<file path="src/rtl/iir_pkg.sv">
// Shared constants and state encoding for the time-multiplexed IIR MAC core.
package iir_pkg;

    localparam int N_B        = 4;
    localparam int N_A        = 6;
    localparam int B_W        = 12;
    localparam int A_W        = 15;
    localparam int FRAC       = 12;
    localparam int DATA_W_DEF = 16;
    localparam int ACC_W_DEF  = 36;
    localparam int N_TAPS     = N_B + N_A;

    typedef enum logic [1:0] {
        S_IDLE  = 2'd0,
        S_MAC   = 2'd1,
        S_ROUND = 2'd2,
        S_OUT   = 2'd3
    } state_e;

endpackage

</file>
<file path="src/rtl/iir_round_sat.sv">
// Combinational round-half-up and saturate from the Q.12 accumulator to an output sample.
module iir_round_sat
    import iir_pkg::*;
#(
    parameter int ACC_W  = ACC_W_DEF,
    parameter int DATA_W = DATA_W_DEF
) (
    input  logic signed [ACC_W-1:0]  acc,
    output logic signed [DATA_W-1:0] y
);

    localparam logic signed [ACC_W-1:0] HALF  = ACC_W'(2 ** (FRAC - 1));
    localparam logic signed [ACC_W-1:0] Y_MAX = ACC_W'((2 ** (DATA_W - 1)) - 1);
    localparam logic signed [ACC_W-1:0] Y_MIN = ~Y_MAX;

    logic signed [ACC_W-1:0] biased;
    logic signed [ACC_W-1:0] shifted;

    always_comb begin
        biased  = acc + HALF;
        shifted = biased >>> FRAC;
        if (shifted > Y_MAX) begin
            y = Y_MAX[DATA_W-1:0];
        end else if (shifted < Y_MIN) begin
            y = Y_MIN[DATA_W-1:0];
        end else begin
            y = shifted[DATA_W-1:0];
        end
    end

endmodule

</file>
<file path="src/rtl/iir_mac_core.sv">
// IIR filter core: one shared multiplier walks 4 feedforward and 6 feedback taps per sample.
//   state   | meaning
//   S_IDLE  | waiting for an input sample, in_ready high
//   S_MAC   | one product per cycle, tap index 0..9
//   S_ROUND | round/saturate accumulator, update histories
//   S_OUT   | output valid, held until out_ready
module iir_mac_core
    import iir_pkg::*;
#(
    parameter int DATA_W = DATA_W_DEF,
    parameter int ACC_W  = ACC_W_DEF
) (
    input  logic                     clk,
    input  logic                     rst_n,
    input  logic                     in_valid,
    output logic                     in_ready,
    input  logic signed [DATA_W-1:0] in_data,
    input  logic signed [B_W-1:0]    b_c [0:N_B-1],
    input  logic signed [A_W-1:0]    a_c [0:N_A-1],
    output logic                     out_valid,
    input  logic                     out_ready,
    output logic signed [DATA_W-1:0] out_data
);

    localparam int PROD_W = A_W + DATA_W;

    state_e                    state_q, state_d;
    logic signed [ACC_W-1:0]   acc_q, acc_d;
    logic [3:0]                tap_q, tap_d;
    logic signed [DATA_W-1:0]  x_cur_q, x_cur_d;
    logic signed [DATA_W-1:0]  x_hist_q [0:N_B-2];
    logic signed [DATA_W-1:0]  x_hist_d [0:N_B-2];
    logic signed [DATA_W-1:0]  y_hist_q [0:N_A-1];
    logic signed [DATA_W-1:0]  y_hist_d [0:N_A-1];
    logic signed [DATA_W-1:0]  out_data_q, out_data_d;
    logic                      in_ready_q, in_ready_d;

    logic signed [DATA_W-1:0]  x_win [0:N_B-1];
    logic signed [A_W-1:0]     mul_a;
    logic signed [DATA_W-1:0]  mul_b;
    logic                      is_b_tap;
    logic signed [PROD_W-1:0]  prod;
    logic signed [ACC_W-1:0]   prod_ext;
    logic signed [ACC_W-1:0]   term;
    logic signed [DATA_W-1:0]  rs_y;

    iir_round_sat #(
        .ACC_W  (ACC_W),
        .DATA_W (DATA_W)
    ) u_round_sat (
        .acc (acc_q),
        .y   (rs_y)
    );

    // Operand mux: b taps see x[n..n-3], a taps see y[n-1..n-6].
    always_comb begin
        x_win[0] = x_cur_q;
        for (int k = 1; k < N_B; k++) begin
            x_win[k] = x_hist_q[k-1];
        end
        mul_a    = '0;
        mul_b    = '0;
        is_b_tap = 1'b0;
        for (int k = 0; k < N_B; k++) begin
            if (tap_q == 4'(k)) begin
                mul_a    = A_W'(b_c[k]);
                mul_b    = x_win[k];
                is_b_tap = 1'b1;
            end
        end
        for (int k = 0; k < N_A; k++) begin
            if (tap_q == 4'(N_B + k)) begin
                mul_a = a_c[k];
                mul_b = y_hist_q[k];
            end
        end
        prod     = mul_a * mul_b;
        prod_ext = {{(ACC_W - PROD_W){prod[PROD_W-1]}}, prod};
        // b products carry 11 fractional bits; align to the accumulator's 12.
        term     = is_b_tap ? (prod_ext <<< 1) : prod_ext;
    end

    always_comb begin
        state_d    = state_q;
        acc_d      = acc_q;
        tap_d      = tap_q;
        x_cur_d    = x_cur_q;
        x_hist_d   = x_hist_q;
        y_hist_d   = y_hist_q;
        out_data_d = out_data_q;
        case (state_q)
            S_IDLE: begin
                if (in_valid) begin
                    x_cur_d = in_data;
                    acc_d   = '0;
                    tap_d   = '0;
                    state_d = S_MAC;
                end
            end
            S_MAC: begin
                acc_d = acc_q + term;
                if (tap_q == 4'(N_TAPS - 1)) begin
                    state_d = S_ROUND;
                end else begin
                    tap_d = tap_q + 4'd1;
                end
            end
            S_ROUND: begin
                out_data_d  = rs_y;
                x_hist_d[0] = x_cur_q;
                for (int k = 1; k < N_B - 1; k++) begin
                    x_hist_d[k] = x_hist_q[k-1];
                end
                y_hist_d[0] = rs_y;
                for (int k = 1; k < N_A; k++) begin
                    y_hist_d[k] = y_hist_q[k-1];
                end
                state_d = S_OUT;
            end
            S_OUT: begin
                if (out_ready) begin
                    state_d = S_IDLE;
                end
            end
            default: state_d = S_IDLE;
        endcase
        in_ready_d = (state_d == S_IDLE);
    end

    always_ff @(posedge clk) begin
        if (!rst_n) begin
            state_q    <= S_IDLE;
            acc_q      <= '0;
            tap_q      <= '0;
            x_cur_q    <= '0;
            x_hist_q   <= '{default: '0};
            y_hist_q   <= '{default: '0};
            out_data_q <= '0;
            in_ready_q <= 1'b0;
        end else begin
            state_q    <= state_d;
            acc_q      <= acc_d;
            tap_q      <= tap_d;
            x_cur_q    <= x_cur_d;
            x_hist_q   <= x_hist_d;
            y_hist_q   <= y_hist_d;
            out_data_q <= out_data_d;
            in_ready_q <= in_ready_d;
        end
    end

    assign in_ready  = in_ready_q;
    assign out_valid = (state_q == S_OUT);
    assign out_data  = out_data_q;

endmodule

</file>
<file path="config.mk">
export PLATFORM = sky130hd
export DESIGN_NAME = iir_mac_core
export DESIGN_NICKNAME = d
export VERILOG_FILES = /design/src/rtl/iir_pkg.sv /design/src/rtl/iir_round_sat.sv /design/src/rtl/iir_mac_core.sv
export SDC_FILE = /design/constraint.sdc
export NUM_CORES = 1
export LEC_CHECK = 0
export ABC_AREA = 1
export CAP_MARGIN = 20
export CORE_MARGIN = 2
export CORE_UTILIZATION = 65
export DETAILED_ROUTE_END_ITERATION = 8
export PLACE_DENSITY = 0.95
export SYNTH_ARGS = -nofsm -noshare
export SYNTH_HDL_FRONTEND = slang
export SYNTH_HIERARCHICAL = 1
export SYNTH_SLANG_ARGS = --single-unit
</file>
<file path="constraint.sdc">
create_clock -name clk -period 15.4 [get_ports clk]
set_input_delay 3.08 -clock clk [delete_from_list [all_inputs] [get_ports clk]]
set_output_delay 3.08 -clock clk [all_outputs]
set_load 0.1 [all_outputs]
</file>
; ---- Yosys cells after proc, flatten, opt, wreduce, memory -nomap -nowiden
; Index checks and enable logic that the tools add are counted.
[word_totals]
reg_bits = 203
input_bits = 158
output_inout_bits = 18
elab_cells = 77
[classes]
n_addsub = 3
mul = 1
magnitude_cmp = 2
n_eq_ne = 14
n_mux = 36
n_reduce_logical = 7
[op_table]
columns = op, count
row1 = $mux 16, 12
row2 = $mux 15, 10
row3 = $pmux 36 s2, 1
row4 = $add 36x13->36 const B, 1
row5 = $add 36x32->36, 1
row6 = $mux 36, 1
row7 = $mul 15x16->31, 1
row8 = $mux 31, 1
row9 = $gt 24x16->1 const B, 1
row10 = $lt 24x16->1 const B, 1
row11 = $eq 4x3->1 const B, 4
row12 = $eq 4x2->1 const B, 2
row13 = $eq 4x4->1 const B, 2
row14 = $mux 4, 2
row15 = $pmux 2 s4, 1
row16 = $pmux 4 s2, 1
row17 = $mux 2, 3
row18 = $add 4x1->4 const B, 1
row19 = $eq 2x2->1 const B, 2
row20 = $eq 4x1->1 const B, 1
row21 = $logic_not 2->1, 2
row22 = $logic_not 4->1, 1
row23 = $mux 1, 4
row24 = $ne 2x2->1 const B, 2
row25 = other kinds (4), 5

; ---- Longest topological paths before layout
; Gate-level depths: netlist of the first run.
[depth]
word_depth = 15
depth_mapped = 55
depth_no_buf = 54

; ---- By module
; The synthesis of the first run kept the hierarchy.
[by_module_without_submodules]
columns = mod, n_inst, cells_per_inst, area_each_um2, seq_area_each_um2
row1 = iir_mac_core, 1, 3329, 22350.2, 4063.9
row2 = iir_round_sat, 1, 183, 860.8, 0.0

; ---- Least setup slack after synthesis of the first run
; Ideal clock, no wire load.
[synth_timing]
path_kind = input -> register
startpoint = input b_c[39] (netlist bit)
endpoint = register acc_q[34]
setup_ps = 70
t_arrival_ps = 10087
required_ps = 15330
setup_slack_ps = 5242
stages = 40
n_path_buf = 0
path_cell_list = nand3_1 nand3_1 o211ai_1 nand3_1 nand2_1 nand2_1 nand3_1 nand3_1 nand2_2 nor2_1 inv_1 fa_1 inv_1 fa_1 inv_1 fa_1 inv_1 fa_1 [4 not listed] ha_1 a21oi_1 o21ai_0 a21oi_1 o211ai_1 or2_2 nand3_1 nand2_1 ha_1 inv_1 o21ai_0 a31oi_1 o21ai_0 a21oi_1 nand3_1 a21oi_1 o21ai_0 a21oi_1
[synth_between]
elab_chain_len = 14
[synth_rtl]
columns = item, line
row1 = "start, declared", iir_mac_core.sv:18  ; input logic signed [B_W-1:0] b_c [0:N_B-1],
row2 = $mux 15 (*) (4 in series), iir_mac_core.sv:65  ; if (tap_q == 4'(k)) begin
row3 = $mux 15 (*) (6 in series), iir_mac_core.sv:72  ; if (tap_q == 4'(N_B + k)) begin
row4 = $mul 15x16->31 (*), iir_mac_core.sv:77  ; prod = mul_a * mul_b;
row5 = $mux 31, iir_mac_core.sv:80  ; term = is_b_tap ? (prod_ext <<< 1) : prod_ext;
row6 = $add 36x32->36 (*), iir_mac_core.sv:101  ; acc_d = acc_q + term;
row7 = $pmux 36 s2 (*), iir_mac_core.sv:91  ; case (state_q)
row8 = "end signal, assigned", iir_mac_core.sv:133  ; acc_q <= '0;
row9 = "end signal, assigned", iir_mac_core.sv:142  ; acc_q <= acc_d;
row10 = "end, declared", iir_mac_core.sv:28  ; logic signed [ACC_W-1:0] acc_q, acc_d;
; Every way passes the cells marked *; elsewhere a longest branch is shown, timed or not.
; A chain may end at the register's enable or synchronous reset.

; ---- Worst setup path after layout of the first run
[layout_timing]
startpoint = input b_c[23] (netlist bit)
endpoint = register acc_q[33]
[layout_between]
elab_chain_len = 12
[layout_rtl]
columns = item, line
row1 = $mux 15 (*) (2 in series), iir_mac_core.sv:65
row2 = $mux 15 (*) (6 in series), iir_mac_core.sv:72
row3 = $mul 15x16->31 (*), iir_mac_core.sv:77
row4 = $mux 31, iir_mac_core.sv:80
row5 = $add 36x32->36 (*), iir_mac_core.sv:101
row6 = $pmux 36 s2 (*), iir_mac_core.sv:91
; Marks and branches as above.

==> results of run 1 <==
-- area by class of cell --
cell class | instances | area [um2] | share of cell area
Sequential cell | 203 | 4060 | 0.159
Tap cell | 461 | 577 | 0.0225
Clock inverter | 8 | 106 | 0.00415
Timing Repair Buffer | 187 | 1840 | 0.0718
Multi-Input combinational cell | 2641 | 16500 | 0.643
Antenna cell | 1 | 2.50 | 0.0000977
Clock buffer | 25 | 561 | 0.0219
Inverter | 527 | 1990 | 0.0775
-- power by group through the flow --
stage | registers (mW) | clock network (mW) | logic [mW]
2_1_floorplan | 0.633 | 0 | 3.38
3_3_place_gp | 0.650 | 0 | 4.53
3_5_place_dp | 0.651 | 0 | 4.61
4_1_cts | 0.641 | 0.511 | 4.66
5_1_grt | 0.649 | 0.532 | 5.34
6_report | 0.644 | 0.512 | 4.79
-- layer usage --
layer,wire length (um),up-vias,track usage
met5,0,-,0
met4,3950,0,0.178
met3,10000,332,0.120
met2,32600,1620,0.617
met1,28200,10930,0.524
li1,-,10991,-
-- placed cells by master (no fill, tap or decap), types with 11 or more instances in the layout --
cell type / n
nor2_4: 11
nor3_1: 22
nand3b_1: 16
buf_4: 13
o211ai_1: 14
ha_1: 124
nand4_1: 17
clkbuf_16: 21
fa_1: 236
clkdlybuf4s50_1: 174
a21oi_1: 135
inv_2: 29
a31oi_1: 11
or2_2: 58
nor2_1: 570
xor2_1: 14
dfxtp_1: 203
nand2_2: 24
nand2_1: 852
o21ai_0: 252
inv_1: 494
nand3_1: 205
-- registers in the layout, indices dropped and copies added, names as in the netlist --
signal    count
x_cur_q      16
state_q       2
y_hist_q     80
in_ready      1
acc_q        36
out_data     16
tap_q         4
x_hist_q     48
-- cells by family after synthesis --
group	after synthesis	synth area share
adders and majority gates	360	0.270
AOI/OAI and AO/OA	444	0.101
DFF	203	0.175
and+or+nand+nor	1812	0.328
xor gates and xnor gates	25	0.00976
buffers and inverters	668	0.116
-- metrics by stage --
stage	power (mW)	instances	setup WS, ns	area, um2	hold slack, ns
after floorplan	4.02	3512	5.24	23200	0.445
after CTS	5.81	4052	3.66	25600	0.470
after detailed placement	5.26	4019	3.15	24900	0.460
final	5.94	4053	3.38	25600	0.466
after global placement	5.18	4019	3.26	24900	0.457
after global routing	6.52	4052	2.88	25600	0.489
-- worst max path at each step --
stage	endpoint
finish	acc_q[33]
global route	acc_q[29]
CTS	acc_q[34]
detailed placement	acc_q[34]
global placement	acc_q[33]
floorplan	acc_q[34]
-- tightest hold or removal path: stages, from the launching register on --
cell	delay, ns
dfxtp_1	0.31
nand2_1	0.06
a21oi_1	0.05
==> metrics.md, run 1 <==
| Metric | Value |
|---|---|
| Status | `finished, final reports clean` |
| Max stage delay on crit path | `0.55 ns` |
| Unrepaired setup endpoints after global routing | `no` |
| Total clock buffers created by CTS | `21` |
| Die area | `37,200 um2` |
| Data arrival time of the worst path | `12.40 ns` |
| Top_reg_cell synth | `dfxtp_1` |
| Sw frac | `0.588` |
| Fraction of registers with async set or reset after synthesis | `0` |
| Min-Delay Endpoint | `acc_q[0]` |
| Initial antenna violation count | `1` |
| Yosys Warn Count | `6` |
| Reg2reg end | `acc_q[34]` |
| Critical Path Source | `b_c[23]` |
| P_int | `2.45 mW` |
| CP bufs+invs | `7` |
| Leading area contributor after synthesis | `fa_1` |
| Number of synthesized flops with an enable pin | `0` |
| Synthesis-to-layout area growth | `10.3%` |
| Global-route usage over all layers | `0.401` |
| Worst R2R Setup Slack | `4.39 ns` |
| CP top delay family | `adder cells` |
| Clock Tree Buf Depth | `3` |
| Vias in the first global route | `22,475` |
| WL per Instance | `18.4 um` |
| Slew margin rel. | `0.252` |
| CTS Hold Bufs | `0` |
| # resized after CTS | `0` |
| Htree depth | `1` |
| Seq pwr share | `0.108` |
| Sink Count | `203` |
| Stages on worst setup path | `44` |
| Port Buffers | `175` |
| Synth cell types | `48` |
| Synth Area per Inst | `6.61 um2` |
| Die height | `193 um` |
| Skew-Pair Late Insertion Delay | `0.52 ns` |
| Clock group share of total power | `0.086` |
| Switching power total | `3.49 mW` |
| Worst slew pin tran | `1.12 ns` |
| Worst Hold Class | `flop to flop` |
| Layout fillers | `2,756` |
| CTS Root Cell | `clkbuf_16` |
| # DRC | `0` |
| Most frequent cell after synthesis | `nand2_1` |
| Fin crit period | `12.02 ns` |
| Setup bufs post-CTS | `0` |
| # setup viols final | `0` |
| Initial core utilization | `0.656` |
| Cell Rows | `69` |
| Layout Utilization | `0.724` |
| PD cells | `232 nW/um2` |
| GPL Wtd Cong | `1.06` |
| Setup tns final | `0 ns` |
| Global route total overflow | `0` |
| FMAX | `83.2 MHz` |
| CP max stage cell | `fa_1` |
| Final WL | `74.7 mm` |
| ANT nets after route | `0` |
| Hold path depth | `2` |
| Crit. End Element | `flop` |
| Io pins | `176` |
| Dominant cells by area after synthesis | `fa_1 (20%), dfxtp_1 (18%), nand2_1 (14%)` |
| Top post-synthesis cells by count | `nand2_1 (852), nor2_1 (573), inv_1 (494)` |
| Netlist Area Pre-Place | `23,200 um2` |
| Logic gate share of total power | `0.806` |
| CTS tree | `built` |
| Most frequent CP cell | `nand2_1` |
| Share of the synthesized area in the top cell type | `0.204` |
| DRT iter0 DRCs | `3,187` |
| Syn Nets | `4,030` |
| Die W | `193 um` |
| Max Slew Vio Count | `0` |
| Kind of critical path | `primary input to flop` |
| CP max FO | `12` |
| First-pass GRT wire length | `117 mm` |
| Worst r2r src | `tap_q[1]` |
| Worst EP required | `15.79 ns` |
| HPWL Detailed | `56.7 mm` |
| Largest net degree at the start of global routing | `129` |
| Endpoints failing hold | `0` |
| Sequential area share after synthesis | `0.175` |
| Share of layout cells above drive strength 1 | `0.0532` |
| Mapped Cells | `3,512` |
| Core box area | `35,400 um2` |
| Worst setup SP type | `primary input` |
| Worst Skew | `0.0259 ns` |
| Vias per inst | `5.89` |
| P_leak | `13.1 nW` |
| Max-Cap Viols | `0` |
| Period utilization | `0.780` |
| Via count of the routed design | `23,873` |
| Synthesis-stage register bit count | `203` |
| Hold wc startpoint | `acc_q[0]` |
| Initial DRT Pass Iterations | `6` |
| Worst R2R Path Depth | `40` |
| Net count, final | `4,099` |
| Worst-path clk slew | `0.06 ns` |
| Maximum vdd drop | `223 uV` |
Power figures use the tool's default switching activity.
==> inputs of run 2 (changes only) <==
Settings changed: CORE_UTILIZATION 65 to 61, PLACE_DENSITY 0.95 to 0.94.
Clock period 15.4 ns to 12.2 ns, I/O delays scaled along.
==> metrics.md, run 2 (synthesis results as in run 1) <==
| Metric | Value |
|---|---|
| GRT met2 Usage | `0.588 (was 0.617)` |
| Total clock buffers created by CTS | `21 (unchanged)` |
| P_int | `3.15 mW (was 2.45 mW)` |
| Period utilization | `0.925` |
| # resized after CTS | `0 (unchanged)` |
| Vias in the first global route | `22,430 (was 22,475)` |
| Worst slew pin tran | `1.05 ns (was 1.12 ns)` |
| Max stage delay on crit path | `0.62 ns (was 0.55 ns)` |
| Worst-path clk slew | `0.06 ns (about the same)` |
| # DRC | `0 (unchanged)` |
| Commonest non-fill, non-tap cell in the layout | `nand2_1 (unchanged)` |
| Via count of the routed design | `23,635 (was 23,873)` |
| Worst Skew | `0.0143 ns (was 0.0259 ns)` |
| Synthesis-to-layout area growth | `10.9% (was 10.3%)` |
| CP max FO | `15 (was 12)` |
| # setup viols final | `0 (unchanged)` |
| Unrepaired setup endpoints after global routing | `no (unchanged)` |
| Die W | `199 um (was 193 um)` |
| Seq pwr share | `0.107 (was 0.108)` |
| ANT nets after route | `0 (unchanged)` |
| Global route total overflow | `0 (unchanged)` |
| Register area | `4060 um2 (unchanged)` |
| Final WL | `75.4 mm (was 74.7 mm)` |
| Max-Cap Viols | `0 (unchanged)` |
| Gr busiest metal | `met2 (unchanged)` |
| Slew margin rel. | `0.297 (was 0.252)` |
| Logic gate share of total power | `0.805 (was 0.806)` |
| Setup tns final | `0 ns (unchanged)` |
| M1 GR Usage | `0.510 (was 0.524)` |
| Skew-Pair Late Insertion Delay | `0.51 ns (was 0.52 ns)` |
| Worst EP required | `12.57 ns (was 15.79 ns)` |
| CP max stage cell | `fa_1 (unchanged)` |
| Port Buffers | `175 (unchanged)` |
| Endpoints failing hold | `0 (unchanged)` |
| First-pass GRT wire length | `119 mm (was 117 mm)` |
| Kind of critical path | `primary input to flop (unchanged)` |
| Share of layout cells above drive strength 1 | `0.0553 (was 0.0532)` |
| P_leak | `13.1 nW (about the same)` |
| Max Slew Vio Count | `0 (unchanged)` |
| WL per Instance | `18.3 um (was 18.4 um)` |
| Largest net degree at the start of global routing | `122 (was 129)` |
| Cell Rows | `71 (was 69)` |
| Worst Slack Setup Final | `0.913 ns (was 3.38 ns)` |
| Maximum vdd drop | `309 uV (was 223 uV)` |
| Largest reg by FF count | `y_hist_q (unchanged)` |
| Commonest non-fill, non-tap cells in the layout | `nand2_1 (852), nor2_1 (570), inv_1 (494), o21ai_0 (252), fa_1 (236) (unchanged)` |
| Largest regs | `y_hist_q x80, x_hist_q x48, acc_q x36 (unchanged)` |
| Footprint of the multi-input gates | `16,500 um2 (unchanged)` |
| Vias per inst | `5.75 (was 5.89)` |
| Sw frac | `0.585 (was 0.588)` |
| CTS Root Cell | `clkbuf_16 (unchanged)` |
| Crit. End Element | `flop (unchanged)` |
| Status | `finished, final reports clean (unchanged)` |
| Largest register FFs | `80 (unchanged)` |
| Setup bufs post-CTS | `0 (unchanged)` |
| DRT iter0 DRCs | `3,133 (was 3,187)` |
| CTS tree | `built (unchanged)` |
| Dpl ws | `0.614 ns (was 3.15 ns)` |
| Htree depth | `1 (unchanged)` |
| Layout fillers | `3,085 (was 2,756)` |
| Global-route usage over all layers | `0.382 (was 0.401)` |
| HPWL Detailed | `58.3 mm (was 56.7 mm)` |
| GPL Wtd Cong | `1.06 (about the same)` |
| Initial antenna violation count | `1 (unchanged)` |
| Placed Instances | `4,073 (was 4,019)` |
| Clock group share of total power | `0.088 (was 0.086)` |
| Non-filler cells, final | `4,110 (was 4,053)` |
| Post-route cell area | `25,700 um2 (was 25,600 um2)` |
| Data arrival time of the worst path | `11.65 ns (was 12.40 ns)` |
| DP Area | `25,000 um2 (was 24,900 um2)` |
| Met3 Use GR | `0.0970 (was 0.120)` |
| Initial DRT Pass Iterations | `6 (unchanged)` |
| PD cells | `295 nW/um2 (was 232 nW/um2)` |
| Initial core utilization | `0.618 (was 0.656)` |
| Worst Hold Class | `flop to flop (unchanged)` |
| Sink Count | `203 (unchanged)` |
| Die height | `199 um (was 193 um)` |
| Clock Tree Buf Depth | `3 (unchanged)` |
| FMAX | `88.6 MHz` |
| Net count, final | `4,103 (was 4,099)` |
| Fin crit period | `11.29 ns` |
| Switching power total | `4.43 mW (was 3.49 mW)` |
| Worst setup SP type | `primary input (unchanged)` |
| CTS Hold Bufs | `0 (unchanged)` |
| Core box area | `37,600 um2 (was 35,400 um2)` |
| Die area | `39,600 um2 (was 37,200 um2)` |
| Io pins | `176 (unchanged)` |
[run 2: changes by cell type in the layout (fill, tap and decap cells not counted), sizes merged]
cell / before / now
buf: 13 / 17
clkbuf: 25 / 27
clkinv: 4 / 5
[run 2: through the flow]
step           power, mW   util  hold WS, ns
4_1_cts             7.45  0.685        0.471
5_1_grt             8.28  0.685        0.493
3_3_place_gp        6.70  0.666        0.457
6_report            7.58  0.685        0.470
2_1_floorplan       5.07      -        0.445
3_5_place_dp        6.72  0.666        0.461
[run 2: critical path: cells and delay by family]
kind	cells	cell delay, ns
AO/OA/AOI/OAI	8	1.23
buffers and inverters	9	1.13
AND/OR/NAND/NOR	18	2.75
adder cells (fa/ha/maj)	8	4.09
[run 2: path summary, 6_finish.rpt]
path | startpoint | to | slack, ns | depth (start not counted)
hold reg to reg | acc_q[2] | acc_q[2] | 0.47 | 2
hold / removal | acc_q[2] | acc_q[2] | 0.47 | 2
setup reg to reg | tap_q[1] | acc_q[33] | 1.23 | 42
setup / recovery | b_c[39] | acc_q[33] | 0.91 | 43
[run 2: final cells by class]
class	instances	share of cell area
Clock buffer	27	0.0232
Clock inverter	9	0.00403
Timing Repair Buffer	191	0.0726
Multi-Input combinational cell	2641	0.640
Sequential cell	203	0.158
Tap cell	511	0.0248
Inverter	527	0.0771
Antenna cell	1	0.0000972
[run 2: power groups by stage]
stage | logic, mW | clock network, mW | registers [mW]
finish | 6.11 | 0.666 | 0.810
detailed placement | 5.90 | 0 | 0.820
CTS | 5.97 | 0.669 | 0.808
floorplan | 4.27 | 0 | 0.798
global route | 6.77 | 0.693 | 0.818
global placement | 5.88 | 0 | 0.819
[run 2: metal layers]
layer / routed length [um] / part of all wire
met1: 29700 / 0.39
met2: 32700 / 0.43
met3: 9120 / 0.12
met4: 3800 / 0.050
met5: 0 / 0
